File: src/rtl/robo_pkg.sv
// Shared definitions for the wall-following robot controller:
// state encoding, drive-output bundle, output decode and counter sizing.
package robo_pkg;

    localparam int STATE_W = 3;

    typedef enum logic [STATE_W-1:0] {
        INIT    = 3'd0,
        SEARCH  = 3'd1,
        ROTATE  = 3'd2,
        FOLLOW  = 3'd3,
        REMOVE  = 3'd4,
        STANDBY = 3'd5
    } state_t;

    typedef struct packed {
        logic avancar;
        logic girar;
        logic remover;
    } drive_t;

    // Width able to hold 0..max_val, never less than one bit.
    function automatic int cnt_width(input int max_val);
        int w;
        w = $clog2(max_val + 1);
        return (w < 1) ? 1 : w;
    endfunction

    // Moore decode of motor/arm drives from the registered state.
    function automatic drive_t decode(input state_t s);
        drive_t d;
        d = '0;
        case (s)
            SEARCH, FOLLOW: d.avancar = 1'b1;
            ROTATE:         d.girar   = 1'b1;
            REMOVE:         d.remover = 1'b1;
            default:        d = '0;
        endcase
        return d;
    endfunction

endpackage

File: src/rtl/robo_sat_counter.sv
// Saturating up-counter with synchronous clear and load.
// Priority: reset/clr, then load, then inc; holds at all-ones.
module robo_sat_counter #(
    parameter int WIDTH = 4
) (
    input  logic             clock,
    input  logic             reset,
    input  logic             inc,
    input  logic             clr,
    input  logic             load,
    input  logic [WIDTH-1:0] load_val,
    output logic [WIDTH-1:0] count
);

    // Count register; saturates instead of wrapping.
    always_ff @(posedge clock) begin
        // NOTE: non-blocking assignments keep register updates order-independent across always blocks.
        if (reset || clr) begin
            count <= '0;
        end else if (load) begin
            count <= load_val;
        end else if (inc && (count != '1)) begin
            count <= count + 1'b1;
        end
    end

endmodule

File: src/rtl/robo_ctrl_param.sv
// Parametrised wall-following robot controller.
// Moore FSM with follow-side select, bounded rotation (stuck detection)
// and timed barrier removal with a retry limit.
// Optional build macro ROBO_STATS_EN adds the removed_count statistics port.
module robo_ctrl_param
    import robo_pkg::*;
#(
    parameter int ROT_MAX    = 4,
    parameter int REM_CYCLES = 3,
    parameter int RETRY_MAX  = 2,
    parameter int STAT_W     = 8
) (
    input  logic               clock,
    input  logic               reset,
    input  logic               follow_right,
    input  logic               head,
    input  logic               left,
    input  logic               right,
    input  logic               under,
    input  logic               barrier,
    output logic               avancar,
    output logic               girar,
    output logic               remover,
    output logic [STATE_W-1:0] estado
`ifdef ROBO_STATS_EN
    ,
    output logic [STAT_W-1:0]  removed_count
`endif
);

    localparam int ROT_W = cnt_width(ROT_MAX - 1);
    localparam int REM_W = cnt_width(REM_CYCLES - 1);
    localparam int RET_W = cnt_width(RETRY_MAX);

    localparam logic [ROT_W-1:0] ROT_LAST = ROT_W'(ROT_MAX - 1);
    localparam logic [REM_W-1:0] REM_LOAD = REM_W'(REM_CYCLES - 1);
    localparam logic [RET_W-1:0] RET_LIM  = RET_W'(RETRY_MAX);

    state_t             state, state_nxt;
    logic [REM_W-1:0]   rem_cnt, rem_nxt;
    logic [RET_W-1:0]   retry_cnt, retry_nxt;
    logic [ROT_W-1:0]   rot_cnt;
    logic               side;
    drive_t             drv;

    assign side = follow_right ? right : left;

    // Next-state and removal counter updates; under beats barrier beats per-state rules.
    always_comb begin
        // NOTE: every signal gets a default first so no path leaves it unassigned (no latches).
        state_nxt = state;
        rem_nxt   = rem_cnt;
        retry_nxt = retry_cnt;
        if (!(state inside {INIT, SEARCH, ROTATE, FOLLOW, REMOVE})) begin
            // STANDBY is absorbing; unused codes fall into it as well.
            state_nxt = STANDBY;
        end else if (under) begin
            state_nxt = STANDBY;
        end else if (barrier && (state != REMOVE)) begin
            state_nxt = REMOVE;
            rem_nxt   = REM_LOAD;
            retry_nxt = '0;
        end else begin
            case (state)
                INIT: begin
                    if (side)      state_nxt = FOLLOW;
                    else if (head) state_nxt = ROTATE;
                    else           state_nxt = SEARCH;
                end
                SEARCH: begin
                    if (head)      state_nxt = ROTATE;
                    else if (side) state_nxt = FOLLOW;
                end
                FOLLOW: begin
                    if (head)       state_nxt = ROTATE;
                    else if (!side) state_nxt = SEARCH;
                end
                ROTATE: begin
                    if (!head)                  state_nxt = side ? FOLLOW : SEARCH;
                    else if (rot_cnt == ROT_LAST) state_nxt = STANDBY;
                end
                REMOVE: begin
                    if (rem_cnt != '0) begin
                        rem_nxt = rem_cnt - 1'b1;
                    end else if (!barrier) begin
                        state_nxt = side ? FOLLOW : SEARCH;
                    end else if (retry_cnt != RET_LIM) begin
                        rem_nxt   = REM_LOAD;
                        retry_nxt = retry_cnt + 1'b1;
                    end else begin
                        state_nxt = STANDBY;
                    end
                end
                default: state_nxt = STANDBY;
            endcase
        end
    end

    // State and removal counters, synchronous active-high reset.
    always_ff @(posedge clock) begin
        if (reset) begin
            state     <= INIT;
            rem_cnt   <= '0;
            retry_cnt <= '0;
        end else begin
            state     <= state_nxt;
            rem_cnt   <= rem_nxt;
            retry_cnt <= retry_nxt;
        end
    end

    // Rotation length counter: counts while staying in ROTATE, clears on any exit.
    robo_sat_counter #(.WIDTH(ROT_W)) u_rot_cnt (
        .clock    (clock),
        .reset    (reset),
        .inc      (state == ROTATE),
        .clr      (state_nxt != ROTATE),
        .load     (1'b0),
        .load_val ({ROT_W{1'b0}}),
        .count    (rot_cnt)
    );

`ifdef ROBO_STATS_EN
    logic rem_success;

    // A removal succeeds when the last hold cycle ends with the barrier gone.
    assign rem_success = (state == REMOVE) && !under && (rem_cnt == '0) && !barrier;

    robo_sat_counter #(.WIDTH(STAT_W)) u_stats (
        .clock    (clock),
        .reset    (reset),
        .inc      (rem_success),
        .clr      (1'b0),
        .load     (1'b0),
        .load_val ({STAT_W{1'b0}}),
        .count    (removed_count)
    );
`endif

    // Outputs decoded straight from the registered state (no added latency).
    assign drv     = decode(state);
    assign avancar = drv.avancar;
    assign girar   = drv.girar;
    assign remover = drv.remover;
    assign estado  = state;

endmodule

File: config.mk
export PLATFORM = sky130hd
export DESIGN_NAME = robo_ctrl_param
export DESIGN_NICKNAME = d
export VERILOG_FILES = /design/src/rtl/robo_pkg.sv /design/src/rtl/robo_sat_counter.sv /design/src/rtl/robo_ctrl_param.sv
export SDC_FILE = /design/constraint.sdc
export NUM_CORES = 1
export LEC_CHECK = 0
export BUFFER_PORTS_ARGS = -buffer_cell sky130_fd_sc_hd__buf_4
export CORE_AREA = 2 2 39 41
export CTS_BUF_LIST = sky130_fd_sc_hd__clkbuf_4 sky130_fd_sc_hd__clkbuf_8
export DETAILED_ROUTE_END_ITERATION = 10
export DIE_AREA = 0 0 41 43
export PLACE_DENSITY = 0.68
export SETUP_SLACK_MARGIN = 0.05
export SKIP_LAST_GASP = 1
export SYNTH_ARGS = -nofsm -noshare
export SYNTH_HDL_FRONTEND = slang
export SYNTH_SLANG_ARGS = --single-unit
File: constraint.sdc
create_clock -name clock -period 2.07 [get_ports clock]
set_clock_uncertainty 0.15 [all_clocks]
set_input_delay 0.207 -clock clock [delete_from_list [all_inputs] [get_ports clock]]
set_output_delay 0.207 -clock clock [all_outputs]
set_load 0.01 [all_outputs]
# == Yosys cells after proc, flatten, opt, wreduce, memory -nomap -nowiden ==
# Index checks and enable logic that the tools add are counted.
# totals
regBits,9
in_bits,8
# classes
addsub,3
n_eq_ne,10
n_mux,30
bitwise,1
reduce_logical,14
# op_table
op,count
2-to-1 mux 3 bit,12
2-to-1 mux 2 bit,13
case mux 3 bit (5 select lines),1
nonzero test 2 bit,4
== test 3 x 2 -> 1 bit (second input constant),2
inequality test 2 bit (second input constant),3
AND reduction 6 bit,1
nonzero test 3 bit,2
AND reduction 5 bit,1
nonzero test 5 bit,1
adder 2 x 1 -> 2 bit (second input constant),2
2-to-1 mux 1 bit,4
== test 3 x 1 -> 1 bit (second input constant),1
== test 3 bit (second input constant),1
logical NOT 3 bit,1
inequality test 3 x 2 -> 1 bit (second input constant),1
inequality test 3 bit (second input constant),1
== test 2 bit (second input constant),1
logical AND 1 bit,2
OR reduction 2 bit,1
subtractor 2 x 1 -> 2 bit (second input constant),1
logical OR 1 bit,1
inverter 1 bit,1

# == Longest topological paths before layout ==
# Gate-level depths: netlist (run 1).
# logic_depth
word_depth,10
ltp_mapped,6
ltp_nobuf,6

# == Modules after synthesis ==
# From an unflattened synthesis (run 1), not the netlist that was laid out.
# unflattened
hier_cells,77
area_unflattened_um2,664.4
# by_module_without_submodules
module,instances,cells_each,area_per_inst_um2,seq_area_each_um2
robo_ctrl_param,1,65,535.5,140.1
robo_sat_counter,1,12,128.9,40.0

# == Least setup slack after synthesis (run 1) ==
# No wires, ideal clock.
# synth_path
path_kind,flip-flop to flip-flop
startpoint,reg rem_cnt[0]
endpoint,reg u_rot_cnt.count[0]
setup_time_ps,78
t_arrival_ps,1549
required_time_ps,1842
setup_slack_ps,294
stages_incl_launch_ff,7
path_buffers,0
synth_period_minus_slack_ps,1776
path_cell_list,dfxtp_1 inv_1 ha_1 or4b_1 a211oi_2 o211ai_2 nor3_1
# synth_between
elab_chain_len,8
# synth_lines
item,line_no,rtl
from (decl),robo_ctrl_param.sv:40,"logic [REM_W-1:0] rem_cnt, rem_nxt;"
from (signal assigned),robo_ctrl_param.sv:107,rem_cnt <= rem_nxt;
nonzero test 2 bit,robo_ctrl_param.sv:83,if (rem_cnt != '0) begin
2-to-1 mux 3 bit,robo_ctrl_param.sv:83,
case mux 3 bit (5 select lines),robo_ctrl_param.sv:64,case (state)
2-to-1 mux 3 bit,robo_ctrl_param.sv:59,end else if (barrier && (state != REMOVE)) begin
2-to-1 mux 3 bit,robo_ctrl_param.sv:57,end else if (under) begin
2-to-1 mux 3 bit,robo_ctrl_param.sv:54,"if (!(state inside {INIT, SEARCH, ROTATE, FOLLOW, REMOVE})) begin"
inequality test 3 x 2 -> 1 bit,robo_ctrl_param.sv:117,".clr (state_nxt != ROTATE),"
logical OR 1 bit,robo_sat_counter.sv:18,if (reset || clr) begin
to (signal assigned),robo_sat_counter.sv:21,count <= load_val;
to (signal assigned),robo_sat_counter.sv:23,count <= count + 1'b1;
to (decl),robo_sat_counter.sv:12,output logic [WIDTH-1:0] count
# No other way between the ends.
# A chain may end at the register's enable or synchronous reset.

# == Final worst setup path (run 1) ==
# Ends and elaborated chain as after synthesis.

==> summary.txt, run 1 <==
Outcome
  – Run status: finished, final reports clean

Timing
  – Part of the cycle the worst path needs: between 80% and 90%
  – Slew Viols, Final: 0
  – Hold violation total from the final report: 0
  – Setup Total Neg Slack: 0 ns
  – Minimum clock period after layout: roughly 1.8 ns
  – RSZ-0062 raised after global routing: no
  – Final Worst Setup Slack: ~0.22 ns
  – Fmax: around 0.54 GHz
  – Max-slew headroom: between 70% and 80%
  – Slew at the pin with the worst max-slew slack: between 0.3 and 0.4 ns
  – Total setup violations reported at the end of the flow: 0

Worst setup path
  – Cell count of the worst reg-to-reg path: 6
  – CP Class: reg -> reg
  – Crit Reg-Reg Endpoint: u_rot_cnt.count[0]
  – Worst-case register-to-register setup slack: about 0.22 ns
  – Launching point of the worst reg2reg path: rem_cnt[0]
  – Worst Path Arrival: approximately 1.9 ns
  – Largest driver fanout on the critical path: 5
  – Worst EP required: ~2.1 ns
  – Critical Path Source Type: flip-flop
  – Endpoint of the worst setup timing path: u_rot_cnt.count[0]
  – Critical path endpoint category: flip-flop
  – Worst Setup SP: rem_cnt[0]

Synth
  – Synth Instances: between 60 and 70
  – Count of distinct cell types in the synthesized netlist: 37
  – Post-synthesis share of cell area spent on xor and xnor gates: under 10%
  – Cell types occupying the most area after synthesis: dfxtp_1 31%, ha_1 8.5%, inv_1 4.5%, mux2i_1 3.4%, and2b_2 3.0%
  – Share of the synthesized area in the top cell type: a little over 30%
  – FF+latch count, synth: 9
  – Combinational family with the most area after synthesis: compound AO/OA/AOI/OAI gates
  – Simple-gate share of the synthesized area: roughly a quarter
  – Cell type contributing the most total cell area after synthesis: dfxtp_1
  – Synth Net Count: 75
  – Multiplexer share of the synthesized area: ~3.4%
  – Sequential element share of the synthesized area: 30.6%
  – Synthesized area per cell: 9.35 um2
  – Synthesis warning total: 0
  – Synth Cell Area: between 500 and 600 um2
  – Fraction of the mapped netlist area in adder cells: between 8 and 9%
  – Fraction of the mapped netlist area in compound gates: about a quarter

GRT
  – Initial antenna violation count: 0
  – Wire length of the first global-routing pass: between 2 and 2.5 mm
  – Global-route congestion overflow total: 0
  – Number of global-route vias before repair: ~500
  – Maximum number of pins on one net before global-route repair: 10
  – Global Route Usage Sum: about 18%

Power
  – Static leakage: 0.000345 uW
  – Total Power: 462 uW
  – Total power divided by cell area: approximately 600 mW/mm2
  – Largest voltage drop on the vdd net: roughly 0.00038 V

Drt
  – Initial detailed-routing violation count: 11
  – Via count: 532
  – Post-detailed-route count of antenna-violating nets: 0
  – Average via count per standard cell: roughly 5.4
  – Total wire length: between 1 and 1.5 mm
  – Length of the first detailed-routing pass in iterations: 5
  – Average wire per cell in the routed design: approximately 13 um
  – DRC errors left: 0

Floorplan
  – Number of rows created at floorplan: 14
  – Width of the chip: 41 um
  – Initial core utilization: 42.6%
  – IO Pins: 14
  – Height of the die: between 40 and 50 um
  – DIE AREA: ~0.0018 mm2
  – Area of the placeable core: around 0.0014 mm2

Clock network
  – Post-CTS Setup Repair Bufs: 0
  – Clock-pin transition on the worst setup and hold timing paths: around 0.07 ns
  – Buffer depth of the longest clock path: 2
  – Clock tree from TritonCTS: yes
  – CTS Root Cell: clkbuf_4
  – Inserted Clock Buffers: 3
  – Clock latency of the later-clocked register in the worst-skew pair: 0.28 ns
  – H-tree depth: 1
  – Clock Sinks: 9

Placed design
  – Number of buffer cells added on primary ports: 13
  – Final weighted congestion of routability-driven global placement: around 0.77
  – Post-placement worst setup slack: between 0.15 and 0.2 ns
  – DP HPWL: just under 1 mm

Finish
  – Area growth from synthesis to layout: 30.1%
  – Proportion of layout cells with a drive suffix above 1: between 30% and 40%
  – Final net count: 95
  – Antenna Cells: 0
  – Util after Layout: a little under three fifths

Run
  – Number of max-cap violations: 0

Worst hold path
  – Worst Hold Class: in -> reg
[synthesized netlist by cell type]
master and n:
o22ai_1 1, a21oi_4 1, o32ai_1 1, o21ai_0 2, o211a_1 1, and3_1 1
o211ai_2 1, o31ai_2 1, and2_1 2, xnor2_1 1, nand4_1 1, ha_1 4
nand2_1 3, a311oi_1 1, o311a_2 1, nand2b_1 2, a32oi_1 1, o21a_1 2
nand4b_1 1, or4b_1 1, nor2_1 1, and3b_1 1, or2_2 1, nor2b_1 1
a21oi_1 1, nor3b_1 1, o211ai_1 1, a21boi_0 1, a211oi_2 1, mux2i_1 2
nand3_1 1, or3b_4 1, nor3_1 2, dfxtp_1 9, nand3b_1 1, and2b_2 2
inv_1 7
[worst max-delay path: stages (launching register included)]
cell	delay, ns
dfxtp_1	0.32
inv_2	0.09
ha_4	0.16
or4b_1	0.47
a211oi_2	0.26
o211ai_2	0.13
nor3_1	0.18
[registers in the layout, indices dropped and copies added, names as in the netlist]
register	cells
retry_cnt	2
u_rot_cnt.count	2
rem_cnt	2
estado	3
[cells in the final DEF (no fill, tap or decap), drive strengths merged]
| cell type | n |
|---|---|
| a211oi | 1 |
| a21boi | 1 |
| a21oi | 2 |
| a311oi | 1 |
| a32oi | 1 |
| and2 | 2 |
| and2b | 2 |
| and3 | 1 |
| and3b | 1 |
| buf | 14 |
| clkbuf | 4 |
| dfxtp | 9 |
| dlygate4sd3 | 1 |
| ha | 4 |
| inv | 7 |
| mux2i | 2 |
| nand2 | 3 |
| nand2b | 2 |
| nand3 | 1 |
| nand3b | 1 |
| nand4 | 1 |
| nand4b | 1 |
| nor2 | 1 |
| nor2b | 1 |
| nor3 | 2 |
| nor3b | 1 |
| o211a | 1 |
| o211ai | 2 |
| o21a | 2 |
| o21ai | 2 |
| o22ai | 1 |
| o311a | 1 |
| o31ai | 1 |
| o32ai | 1 |
| or2 | 1 |
| or3b | 1 |
| or4b | 1 |
| xnor2 | 1 |
[per-stage QoR]
step	instance area (um2)	hold WS, ns	std cells
6_report	767	0.0828	98
5_1_grt	767	0.114	98
4_1_cts	754	0.0745	98
3_5_place_dp	714	0.257	93
3_3_place_gp	714	0.256	93
2_1_floorplan	589	0.126	63
[power by group]
group          total, uW  internal [uW]  leakage, uW  switching (uW)
combinational        116           59.2     0.000253            56.8
sequential           189            182    0.0000736            7.83
clock                156           87.6    0.0000184            68.8
total                462            328     0.000345             133
[cell families (layout without fill, tap and decap cells)]
family | count (synthesis) | count (layout)
flip-flops | 9 | 9
adder cells (fa/ha/maj) | 4 | 4
AO/OA/AOI/OAI | 17 | 17
AND/OR/NAND/NOR | 23 | 23
buffers and inverters | 7 | 26
multiplexers | 2 | 2
XOR/XNOR | 1 | 1
[timing repair]
action / in CTS / in global routing
resized for setup: 0 / 3
endpoints found under the hold margin: 2 / 0
setup endpoints to repair: 0 / 2
hold buffers: 1 / 0
[area by class of cell]
type,count,area (um2)
Fill cell,133,617
Multi-Input combinational cell,47,395
Sequential cell,9,180
Timing Repair Buffer,15,115
Clock buffer,4,30.0
Inverter,7,26.3
Tap cell,16,20.0
[metal layers]
layer  vias up  global-route usage [%]  routed length, um  share of wire (%)
met5         -                       0                  0                  0
met4         0                    12.0                 27                2.1
met3         2                    4.71                 78                6.1
met2        17                    28.1                634                 50
met1       241                    21.3                537                 42
li1        272                       -                  -                  -
[how the worst min path moves through the flow]
stage | depth (start not counted) | slack [ns] | startpoint | to
detailed placement | 2 | 0.26 | reset | estado[2]
global route | 4 | 0.11 | under | estado[1]
global placement | 2 | 0.26 | reset | estado[2]
finish | 3 | 0.08 | under | estado[2]
CTS | 3 | 0.07 | under | estado[2]
floorplan | 1 | 0.13 | reset | estado[2]
Note: power is estimated with default switching activity, not from simulation.
==> run 2, diff against run 1 <==
--- a/config.mk
+++ b/config.mk
@@ -11,6 +11,7 @@
 export DETAILED_ROUTE_END_ITERATION = 10
 export DIE_AREA = 0 0 41 43
 export PLACE_DENSITY = 0.68
+export RECOVER_POWER = 50
 export SETUP_SLACK_MARGIN = 0.05
 export SKIP_LAST_GASP = 1
 export SYNTH_ARGS = -nofsm -noshare
==> run 2 against run 1 <==
Compared with the run above:
- clock-buffer cell count stayed put
- critical path depth did not move
- core utilization decreased by 1.3 points
- wire length grew 0.16%
- final cell count did not move
- worst hold slack worse by 0.00093 ns
- register-to-register slack is essentially flat
- final area shrank 2.3%
- highest routed layer unchanged
==> summary.txt, run 2 (synthesis results as in run 1) <==
GRT
  – Global Route Usage Sum: between 15 and 20%
  – Global-route congestion overflow total: 0
  – Initial antenna violation count: 0
  – Wire length of the first global-routing pass: about 2.1 mm
  – Number of global-route vias before repair: roughly 500
  – Maximum number of pins on one net before global-route repair: 10

Worst hold path
  – Worst Hold Class: in -> reg

Clock network
  – CTS Root Cell: clkbuf_4
  – Clock Sinks: 9
  – H-tree depth: 1
  – Buffer depth of the longest clock path: 2
  – Clock tree from TritonCTS: yes
  – Post-CTS Setup Repair Bufs: 0
  – Inserted Clock Buffers: 3
  – Clock-pin transition on the worst setup and hold timing paths: roughly 0.070 ns
  – Clock latency of the later-clocked register in the worst-skew pair: 0.28 ns

Finish
  – Commonest cells after routing, fill and taps aside: 10 x buf_4, 9 x dfxtp_1, 6 x inv_1
  – Area growth from synthesis to layout: 27.2%
  – Most common cell after layout, fill and taps aside: buf_4
  – Number of flip-flops under the largest register name: 3
  – Final net count: 95
  – Antenna Cells: 0
  – Proportion of layout cells with a drive suffix above 1: 29.3%

Placed design
  – Post-placement worst setup slack: between 0.15 and 0.2 ns
  – Final weighted congestion of routability-driven global placement: about 0.77
  – DP HPWL: 989 um
  – Number of buffer cells added on primary ports: 13

Timing
  – Max-slew headroom: 75.6%
  – RSZ-0062 raised after global routing: no
  – Setup Total Neg Slack: 0 ns
  – Fmax: roughly 0.54 GHz
  – Hold slack: between 0.08 and 0.09 ns
  – Total setup violations reported at the end of the flow: 0
  – Minimum clock period after layout: roughly 1.8 ns
  – Part of the cycle the worst path needs: between 80% and 90%
  – Slew at the pin with the worst max-slew slack: 0.363 ns
  – Hold violation total from the final report: 0
  – Final Worst Setup Slack: ~0.23 ns
  – Slew Viols, Final: 0

Drt
  – Via count: roughly 520
  – DRC errors left: 0
  – Length of the first detailed-routing pass in iterations: 4
  – Post-detailed-route count of antenna-violating nets: 0
  – Total wire length: roughly 1.3 mm
  – Initial detailed-routing violation count: 7
  – Average via count per standard cell: roughly 5.3
  – Average wire per cell in the routed design: 13.1 um

Worst setup path
  – CP Class: reg -> reg
  – Critical path endpoint category: flip-flop
  – Critical Path Source Type: flip-flop
  – Worst EP required: ~2.1 ns
  – Worst Path Arrival: between 1.5 and 2 ns
  – Largest driver fanout on the critical path: 5

Floorplan
  – DIE AREA: about 0.0018 mm2
  – Initial core utilization: between 40% and 50%
  – Number of rows created at floorplan: 14
  – Width of the chip: ~41 um
  – IO Pins: 14
  – Height of the die: between 40 and 50 um
  – Area of the placeable core: 0.00138 mm2

Outcome
  – Run status: finished, final reports clean

Power
  – Static leakage: approximately 0.00033 uW
  – Total power divided by cell area: 606 mW/mm2
  – Largest voltage drop on the vdd net: 0.000376 V

Run
  – Number of max-cap violations: 0
[run 2: cell types whose count changed in the layout (fill, tap and decap cells not counted)]
cell / previous run / this run
or3b_1: 0 / 1
or3b_4: 1 / 0
buf_4: 14 / 10
clkbuf_1: 0 / 4
[run 2: final timing paths]
kind / cells past startpoint / end / slack (ns) / from
worst min-delay path: 3 / estado[2] / 0.08 / under
worst max register to register: 6 / u_rot_cnt.count[0] / 0.23 / rem_cnt[0]
worst min register to register: 2 / retry_cnt[0] / 0.32 / retry_cnt[0]
worst max-delay path: 6 / u_rot_cnt.count[0] / 0.23 / rem_cnt[0]
[run 2: stage by stage]
stage | area (um2) | total power, uW | util, % | instances
detailed placement | 714 | 304 | 51.6 | 93
floorplan | 589 | 260 | - | 63
global placement | 714 | 303 | 51.6 | 93
CTS | 754 | 465 | 54.5 | 98
finish | 749 | 455 | 54.2 | 98
global route | 749 | 479 | 54.2 | 98
[run 2: area by class of cell]
cell class | instances | area [um2]
clock buffers | 4 | 30.0
fillers | 137 | 634
inverters | 7 | 26.3
multi-input cells | 47 | 393
flip-flops and latches | 9 | 180
well taps | 16 | 20.0
repair buffers | 15 | 100
[run 2: metal layers]
| layer | part of all wire, % | wire length, um | track usage [%] | vias up |
|---|---|---|---|---|
| li1 | - | - | - | 271 |
| met1 | 42 | 532 | 21.3 | 236 |
| met2 | 50 | 646 | 28.1 | 15 |
| met3 | 5.8 | 74 | 4.71 | 2 |
| met4 | 2.1 | 27 | 12.0 | 0 |
| met5 | 0 | 0 | 0 | - |
[run 2: critical path, cell delays in order, from the launching register on]
cell and delay [ns]:
dfxtp_1 0.32, inv_2 0.09, ha_4 0.16, or4b_1 0.47
a211oi_2 0.26, o211ai_2 0.13, nor3_1 0.18
[run 2: timing repair]
item	4_1_cts	5_1_grt
hold buffers	1	0
endpoints found under the setup margin	0	2
gates resized for setup	0	3
endpoints found under the hold margin	2	0
[run 2: where the power goes]
part	leakage (uW)	internal, uW	switching, uW	total (uW)
registers	0.0000736	182	7.50	189
clock network	0.0000184	87.6	68.8	156
logic	0.000237	52.4	56.7	109
total	0.000329	322	133	455
